File: src/rtl/pipe_stage_chain_pkg.sv
// pipe_pkg: definitions shared by the pipeline register chain and its users.
//   MAX_DEPTH        - deepest chain the design is sized and checked for.
//   *_W / *_LSB      - field layout of a MEM/WB payload packed into one vector.
//   wb_sel_t         - write-back source select encoding.
//   pack_mem_wb()    - assembles a MEM/WB payload from its fields.
package pipe_pkg;

    localparam int MAX_DEPTH = 8;

    // MEM/WB payload field widths
    localparam int RD_W     = 5;
    localparam int PC4_W    = 32;
    localparam int ALU_W    = 32;
    localparam int IMM_W    = 32;
    localparam int DMEM_W   = 32;
    localparam int WB_SEL_W = 2;
    localparam int REG_WE_W = 1;

    // MEM/WB payload field offsets, REG_WE in the least significant bit
    localparam int REG_WE_LSB = 0;
    localparam int WB_SEL_LSB = REG_WE_LSB + REG_WE_W;
    localparam int DMEM_LSB   = WB_SEL_LSB + WB_SEL_W;
    localparam int IMM_LSB    = DMEM_LSB + DMEM_W;
    localparam int ALU_LSB    = IMM_LSB + IMM_W;
    localparam int PC4_LSB    = ALU_LSB + ALU_W;
    localparam int RD_LSB     = PC4_LSB + PC4_W;
    localparam int MEM_WB_W   = RD_LSB + RD_W;   // 136

    typedef enum logic [WB_SEL_W-1:0] {
        WB_SEL_ALU = 2'd0,
        WB_SEL_MEM = 2'd1,
        WB_SEL_PC4 = 2'd2,
        WB_SEL_IMM = 2'd3
    } wb_sel_t;

    function automatic logic [MEM_WB_W-1:0] pack_mem_wb(
        input logic [RD_W-1:0]   rd,
        input logic [PC4_W-1:0]  pc_4,
        input logic [ALU_W-1:0]  alu,
        input logic [IMM_W-1:0]  imm,
        input logic [DMEM_W-1:0] dmem,
        input wb_sel_t           wb_sel,
        input logic              reg_we
    );
        return {rd, pc_4, alu, imm, dmem, wb_sel, reg_we};
    endfunction

endpackage

File: src/rtl/pipe_stage_chain_if.sv
// pipe_stage_chain_if: handshake/control bundle of the pipeline register chain.
//   Upstream side : IN_VALID, IN_READY, IN_DATA
//   Downstream    : OUT_VALID, OUT_READY, OUT_DATA, OUT_COUNT
//   Control       : BUSYWAIT (global freeze), FLUSH (squash all slots)
//   Optional      : STALL_CNT, BUBBLE_CNT when PIPE_PERF_CNT_EN is defined.
// Modports: slave = the chain itself, master = the environment driving it.
interface pipe_stage_chain_if #(
    parameter int DATA_W = 32,
    parameter int DEPTH  = 1,
    parameter int CNT_W  = $clog2(DEPTH + 1)
);
    logic              IN_VALID;
    logic              IN_READY;
    logic [DATA_W-1:0] IN_DATA;
    logic              OUT_VALID;
    logic              OUT_READY;
    logic [DATA_W-1:0] OUT_DATA;
    logic              BUSYWAIT;
    logic              FLUSH;
    logic [CNT_W-1:0]  OUT_COUNT;
`ifdef PIPE_PERF_CNT_EN
    logic [31:0]       STALL_CNT;
    logic [31:0]       BUBBLE_CNT;

    modport slave (
        input  IN_VALID, IN_DATA, OUT_READY, BUSYWAIT, FLUSH,
        output IN_READY, OUT_VALID, OUT_DATA, OUT_COUNT, STALL_CNT, BUBBLE_CNT
    );
    modport master (
        output IN_VALID, IN_DATA, OUT_READY, BUSYWAIT, FLUSH,
        input  IN_READY, OUT_VALID, OUT_DATA, OUT_COUNT, STALL_CNT, BUBBLE_CNT
    );
`else
    modport slave (
        input  IN_VALID, IN_DATA, OUT_READY, BUSYWAIT, FLUSH,
        output IN_READY, OUT_VALID, OUT_DATA, OUT_COUNT
    );
    modport master (
        output IN_VALID, IN_DATA, OUT_READY, BUSYWAIT, FLUSH,
        input  IN_READY, OUT_VALID, OUT_DATA, OUT_COUNT
    );
`endif
endinterface

File: src/rtl/pipe_stage_chain_slot.sv
// pipe_stage_slot: one valid+data register of the chain.
//   CLK, RESET : clock and synchronous active-high reset (clears valid and data)
//   flush      : clears valid, keeps data
//   load       : stage may advance; valid follows src_valid, data only
//                captured when src_valid is set (bubbles do not overwrite data)
//   valid/data : registered slot contents
module pipe_stage_slot
    import pipe_pkg::*;
#(
    parameter int DATA_W = 32
) (
    input  logic              CLK,
    input  logic              RESET,
    input  logic              flush,
    input  logic              load,
    input  logic              src_valid,
    input  logic [DATA_W-1:0] src_data,
    output logic              valid,
    output logic [DATA_W-1:0] data
);

    logic              valid_reg;
    logic [DATA_W-1:0] data_reg;

    always_ff @(posedge CLK) begin
        if (RESET) begin
            valid_reg <= 1'b0;
            data_reg  <= '0;
        end else if (flush) begin
            valid_reg <= 1'b0;
        end else if (load) begin
            valid_reg <= src_valid;
            if (src_valid) begin
                data_reg <= src_data;
            end
        end
    end

    assign valid = valid_reg;
    assign data  = data_reg;

endmodule

File: src/rtl/pipe_stage_chain.sv
// pipe_stage_chain: DEPTH-stage payload register chain with valid/ready
// handshake, BUSYWAIT freeze and FLUSH squash. Empty stages keep accepting
// data while later stages stall, so bubbles collapse.
//   CLK, RESET : clock, synchronous active-high reset
//   bus        : pipe_stage_chain_if.slave (IN_*, OUT_*, BUSYWAIT, FLUSH,
//                OUT_COUNT, and STALL_CNT/BUBBLE_CNT when PIPE_PERF_CNT_EN
//                is defined)
// Edge priority: RESET > FLUSH > BUSYWAIT > normal advance.
module pipe_stage_chain
    import pipe_pkg::*;
#(
    parameter int DATA_W = 32,
    parameter int DEPTH  = 1,
    parameter int CNT_W  = $clog2(DEPTH + 1)
) (
    input  logic                CLK,
    input  logic                RESET,
    pipe_stage_chain_if.slave   bus
);

    logic [DEPTH-1:0]  valid_reg;
    logic [DATA_W-1:0] data_reg  [DEPTH];
    logic [DEPTH-1:0]  rdy;
    logic [DEPTH-1:0]  src_valid;
    logic [DATA_W-1:0] src_data  [DEPTH];
    logic [CNT_W-1:0]  count_next;

    genvar gi;
    generate
        for (gi = 0; gi < DEPTH; gi++) begin : g_stage
            // Flattened form of the ready chain: a stage may advance when the
            // consumer is taking data or any stage from here to the output
            // is empty. Avoids a self-referencing combinational vector.
            assign rdy[gi] = bus.OUT_READY | ~(&valid_reg[DEPTH-1:gi]);

            if (gi == 0) begin : g_src_in
                assign src_valid[gi] = bus.IN_VALID;
                assign src_data[gi]  = bus.IN_DATA;
            end else begin : g_src_prev
                assign src_valid[gi] = valid_reg[gi-1];
                assign src_data[gi]  = data_reg[gi-1];
            end

            pipe_stage_slot #(
                .DATA_W (DATA_W)
            ) u_slot (
                .CLK       (CLK),
                .RESET     (RESET),
                .flush     (bus.FLUSH),
                .load      (rdy[gi] & ~bus.BUSYWAIT),
                .src_valid (src_valid[gi]),
                .src_data  (src_data[gi]),
                .valid     (valid_reg[gi]),
                .data      (data_reg[gi])
            );
        end
    endgenerate

    always_comb begin
        count_next = '0;
        for (int k = 0; k < DEPTH; k++) begin
            count_next = count_next + CNT_W'(valid_reg[k]);
        end
    end

    assign bus.IN_READY  = rdy[0] & ~bus.BUSYWAIT & ~bus.FLUSH & ~RESET;
    assign bus.OUT_VALID = valid_reg[DEPTH-1];
    assign bus.OUT_DATA  = data_reg[DEPTH-1];
    assign bus.OUT_COUNT = count_next;

`ifdef PIPE_PERF_CNT_EN
    logic [31:0] stall_cnt_reg;
    logic [31:0] bubble_cnt_reg;

    // Saturating event counters: a stall is a frozen cycle or an unconsumed
    // output, a bubble is any cycle with nothing presented downstream.
    always_ff @(posedge CLK) begin
        if (RESET) begin
            stall_cnt_reg  <= '0;
            bubble_cnt_reg <= '0;
        end else begin
            if ((bus.BUSYWAIT | (valid_reg[DEPTH-1] & ~bus.OUT_READY))
                && (stall_cnt_reg != 32'hFFFF_FFFF)) begin
                stall_cnt_reg <= stall_cnt_reg + 32'd1;
            end
            if (!valid_reg[DEPTH-1] && (bubble_cnt_reg != 32'hFFFF_FFFF)) begin
                bubble_cnt_reg <= bubble_cnt_reg + 32'd1;
            end
        end
    end

    assign bus.STALL_CNT  = stall_cnt_reg;
    assign bus.BUBBLE_CNT = bubble_cnt_reg;
`endif

endmodule
File: src/flat_wrapper.sv
// flat-port wrapper written by rule: the top's interface ports become plain ports
module pipe_stage_chain_flat import pipe_pkg::*;
#(
    parameter int DATA_W = 32,
    parameter int DEPTH  = 1,
    parameter int CNT_W  = $clog2(DEPTH + 1)
)
  (CLK, RESET, bus_IN_VALID, bus_IN_DATA, bus_OUT_READY, bus_BUSYWAIT, bus_FLUSH, bus_IN_READY, bus_OUT_VALID, bus_OUT_DATA, bus_OUT_COUNT);
  pipe_stage_chain_if #(.DATA_W(DATA_W), .DEPTH(DEPTH), .CNT_W(CNT_W)) bus_i ();
  input  logic CLK;
  input  logic RESET;
  input wire logic [$bits(bus_i.IN_VALID)-1:0] bus_IN_VALID;
  input wire logic [$bits(bus_i.IN_DATA)-1:0] bus_IN_DATA;
  input wire logic [$bits(bus_i.OUT_READY)-1:0] bus_OUT_READY;
  input wire logic [$bits(bus_i.BUSYWAIT)-1:0] bus_BUSYWAIT;
  input wire logic [$bits(bus_i.FLUSH)-1:0] bus_FLUSH;
  output wire logic [$bits(bus_i.IN_READY)-1:0] bus_IN_READY;
  output wire logic [$bits(bus_i.OUT_VALID)-1:0] bus_OUT_VALID;
  output wire logic [$bits(bus_i.OUT_DATA)-1:0] bus_OUT_DATA;
  output wire logic [$bits(bus_i.OUT_COUNT)-1:0] bus_OUT_COUNT;
  assign bus_i.IN_VALID = bus_IN_VALID;
  assign bus_i.IN_DATA = bus_IN_DATA;
  assign bus_i.OUT_READY = bus_OUT_READY;
  assign bus_i.BUSYWAIT = bus_BUSYWAIT;
  assign bus_i.FLUSH = bus_FLUSH;
  assign bus_IN_READY = bus_i.IN_READY;
  assign bus_OUT_VALID = bus_i.OUT_VALID;
  assign bus_OUT_DATA = bus_i.OUT_DATA;
  assign bus_OUT_COUNT = bus_i.OUT_COUNT;
  pipe_stage_chain #(.DATA_W(DATA_W), .DEPTH(DEPTH), .CNT_W(CNT_W)) u_core (.CLK(CLK), .RESET(RESET), .bus(bus_i));
endmodule
File: config.mk
export PLATFORM = sky130hd
export DESIGN_NAME = pipe_stage_chain_flat
export DESIGN_NICKNAME = d
export VERILOG_FILES = /design/src/rtl/pipe_stage_chain_pkg.sv /design/src/rtl/pipe_stage_chain_if.sv /design/src/rtl/pipe_stage_chain_slot.sv /design/src/rtl/pipe_stage_chain.sv /design/src/flat_wrapper.sv
export SDC_FILE = /design/constraint.sdc
export NUM_CORES = 1
export LEC_CHECK = 0
export BUFFER_PORTS_ARGS = -buffer_cell sky130_fd_sc_hd__clkbuf_2
export CAP_MARGIN = 30
export CORE_AREA = 2 2 62 64
export CTS_CLUSTER_SIZE = 28
export DETAILED_ROUTE_END_ITERATION = 10
export DIE_AREA = 0 0 64 66
export PLACE_DENSITY = 0.76
export SYNTH_ARGS = -nofsm -noshare
export SYNTH_HDL_FRONTEND = slang
export SYNTH_HIERARCHICAL = 1
export SYNTH_SLANG_ARGS = --single-unit
File: constraint.sdc
create_clock -name CLK -period 3.1 [get_ports CLK]
set_input_delay 0.31 -clock CLK [delete_from_list [all_inputs] [get_ports CLK]]
set_output_delay 0.31 -clock CLK [all_outputs]
set_load 0.02 [all_outputs]
==> out/qor.yml <==
clocking:
  tritoncts: "built"
  hold_buffers: 0
  postCtsSetupBuffers: 0
  cts_resized: 0
  cts_root_buf: "clkbuf_4"
  numCtsBuffers: 5
  cts_buffer_depth: 2
  clock_sinks: 33
  path_clk_slew_ps: 90
  cts_max_level: 2
  clk_latency_ps: 330
power_and_ir_drop:
  clockPowerShare: 0.283
  switching_share: 0.260
  seqPwrFrac: 0.568
  ir_drop_mv: 0.223
  p_int_mw: 0.583
  switchingPower_mw: 0.204
  p_leak_nw: 0.846
  report.power.total_mw: 0.788
  pwr-share-comb: 0.149
  power_density_mw_per_mm2: 414
routing:
  detail_route.vias_per_cell: 4.37
  dr.first_iter.drc_count: 54
  dr.pass1.iters: 2
  route.detailed.drc: 0
  ant_nets: 0
  num_vias: 1150
  totalWireLength_um: 2810
  wl_per_cell_um: 10.7
yosys:
  synth_compound_area_frac: 0.0130
  synth-xor-area-share: 0
  synth_top_family_by_area: "simple AND/OR/NAND/NOR gates"
  synth_area_leader_cell: "dfxtp_1"
  yosysUniqueCellTypes: 13
  synth_area_leaders: "dfxtp_1 43%, nand2b_1 26%, mux2i_1 22%"
  synth_nets: 185
  syn_avg_cell_area_um2: 10.4
  synth_top_area_share: 0.430
  synth_mux_area_frac: 0.215
  yosys_warnings: 6
  synthAdderAreaFrac: 0
  syn_area_mm2: 0.00154
  synthCells: 147
  synth-simple-area-share: 0.270
  yosys_register_bits: 33
  seq_area_frac_synth: 0.430
worst_setup_path:
  cp-startpoint: "RESET"
  crit_fanout: 66
  end_kind: "primary output"
  r2r_start: "u_core/g_stage[0].u_slot/valid"
  required_ps: 2790
  path_class: "in -> out"
  arrival_ps: 1440
  startpoint_type: "primary input"
sta:
  relSlewSlack: 0.384
  finalSetupViolCount: 0
  rsz0062_at_grt: "false"
  fin_crit_ps: 1750
  final_hold_viol_count: 0
  slew_viol_final: 0
  max_freq_ghz: 0.571
  post-route-period-util: 0.565
  skew_ps: 8.13
  fin_setup_tns_ps: 0
  setup_slack_ps: 1350
  holdWs_ps: 195
  tightest_slew_ps: 924
final_layout:
  antenna_cells: 0
  area_delta_synth_final_pct: 23.9
  final_common_cell: "clkbuf_2"
  fillers: 346
  final_cell_mix: "72 x clkbuf_2, 64 x nand2b_1, 33 x mux2i_1, 33 x dfxtp_1, 5 x clkbuf_4"
  finalNetCount: 252
  largest_reg_flops: 32
  drive_gt1_frac: 0.377
  fin_cells: 263
die:
  rows: 22
  io_pins: 73
  core_area_mm2: 0.00355
  die_w_um: 64
  start_util: 0.432
  die_area_mm2: 0.00422
  die_y_um: 66
hold_path:
  hold_class: "in -> reg"
  holdCritStartpoint: "bus_FLUSH"
global_route:
  grt_antenna_before_repair: 0
  grt_pass1_wl_um: 4430
  grt_pass1_vias: 1038
  grt_use_total: 0.138
  grt_max_degree: 67
  grt_remaining_overflow: 0
flow_run:
  cap_violations: 0
placement:
  gp_congestion: 0.704
  dp_cells: 255
  dpl.hpwl_um: 1980
  pre_cts_slack_ps: 1250
  portBuffers: 72
run_status:
  status: "completed"
path summary, 6_finish.rpt:
check        slack [ps]  cells past startpoint                                end
min                 190                      2     u_core/g_stage[0].u_slot/valid
min reg2reg         480                      2  u_core/g_stage[0].u_slot/data[23]
max reg2reg        1360                      3  u_core/g_stage[0].u_slot/data[15]
max                1350                      3                       bus_IN_READY
stage by stage:
| stage | util | instance area, µm² |
|---|---|---|
| after floorplan | - | 1540 |
| after global placement | 0.521 | 1850 |
| after CTS | 0.536 | 1900 |
| after detailed placement | 0.521 | 1850 |
| after global routing | 0.536 | 1900 |
| final | 0.536 | 1900 |
logic make-up after synthesis:
kind of cell | count (synthesis)
AOI/OAI and AO/OA | 2
buffers and inverters | 13
DFF | 33
muxes | 33
and+or+nand+nor | 66
per-layer routing:
metal	vias to the layer above	wire, µm	track usage
li1	604	-	-
met1	498	1180	0.160
met2	41	1370	0.217
met3	7	204	0.0477
met4	0	57	0.0897
met5	-	0	0
layout make-up:
type                    count  area (µm²)  share of cell area
clock buffers               6        41.3              0.0217
flip-flops and latches     33         661               0.347
repair buffers             72         360               0.189
inverters                   1        3.75             0.00197
well taps                  48        60.1              0.0316
clock inverters             2        10.0             0.00526
multi-input cells         101         766               0.403
Yosys cell counts:
library cell / instances
a21oi_1: 1
buf_2: 1
buf_4: 1
buf_6: 1
clkbuf_1: 6
buf_12: 3
nor3_1: 1
a2111oi_2: 1
dfxtp_1: 33
mux2i_1: 33
and3b_1: 1
inv_1: 1
nand2b_1: 64
power groups by stage:
stage | registers (mW) | logic, mW | clock network, mW
2_1_floorplan | 0.474 | 0.0629 | 0
3_3_place_gp | 0.457 | 0.118 | 0
3_5_place_dp | 0.457 | 0.119 | 0
4_1_cts | 0.447 | 0.119 | 0.232
5_1_grt | 0.449 | 0.130 | 0.254
6_report | 0.447 | 0.118 | 0.223
critical path, cell delays in order:
cell	delay, ps
clkbuf_2	470
a2111oi_2	430
clkbuf_2	230
Power figures use the tool's default switching activity.
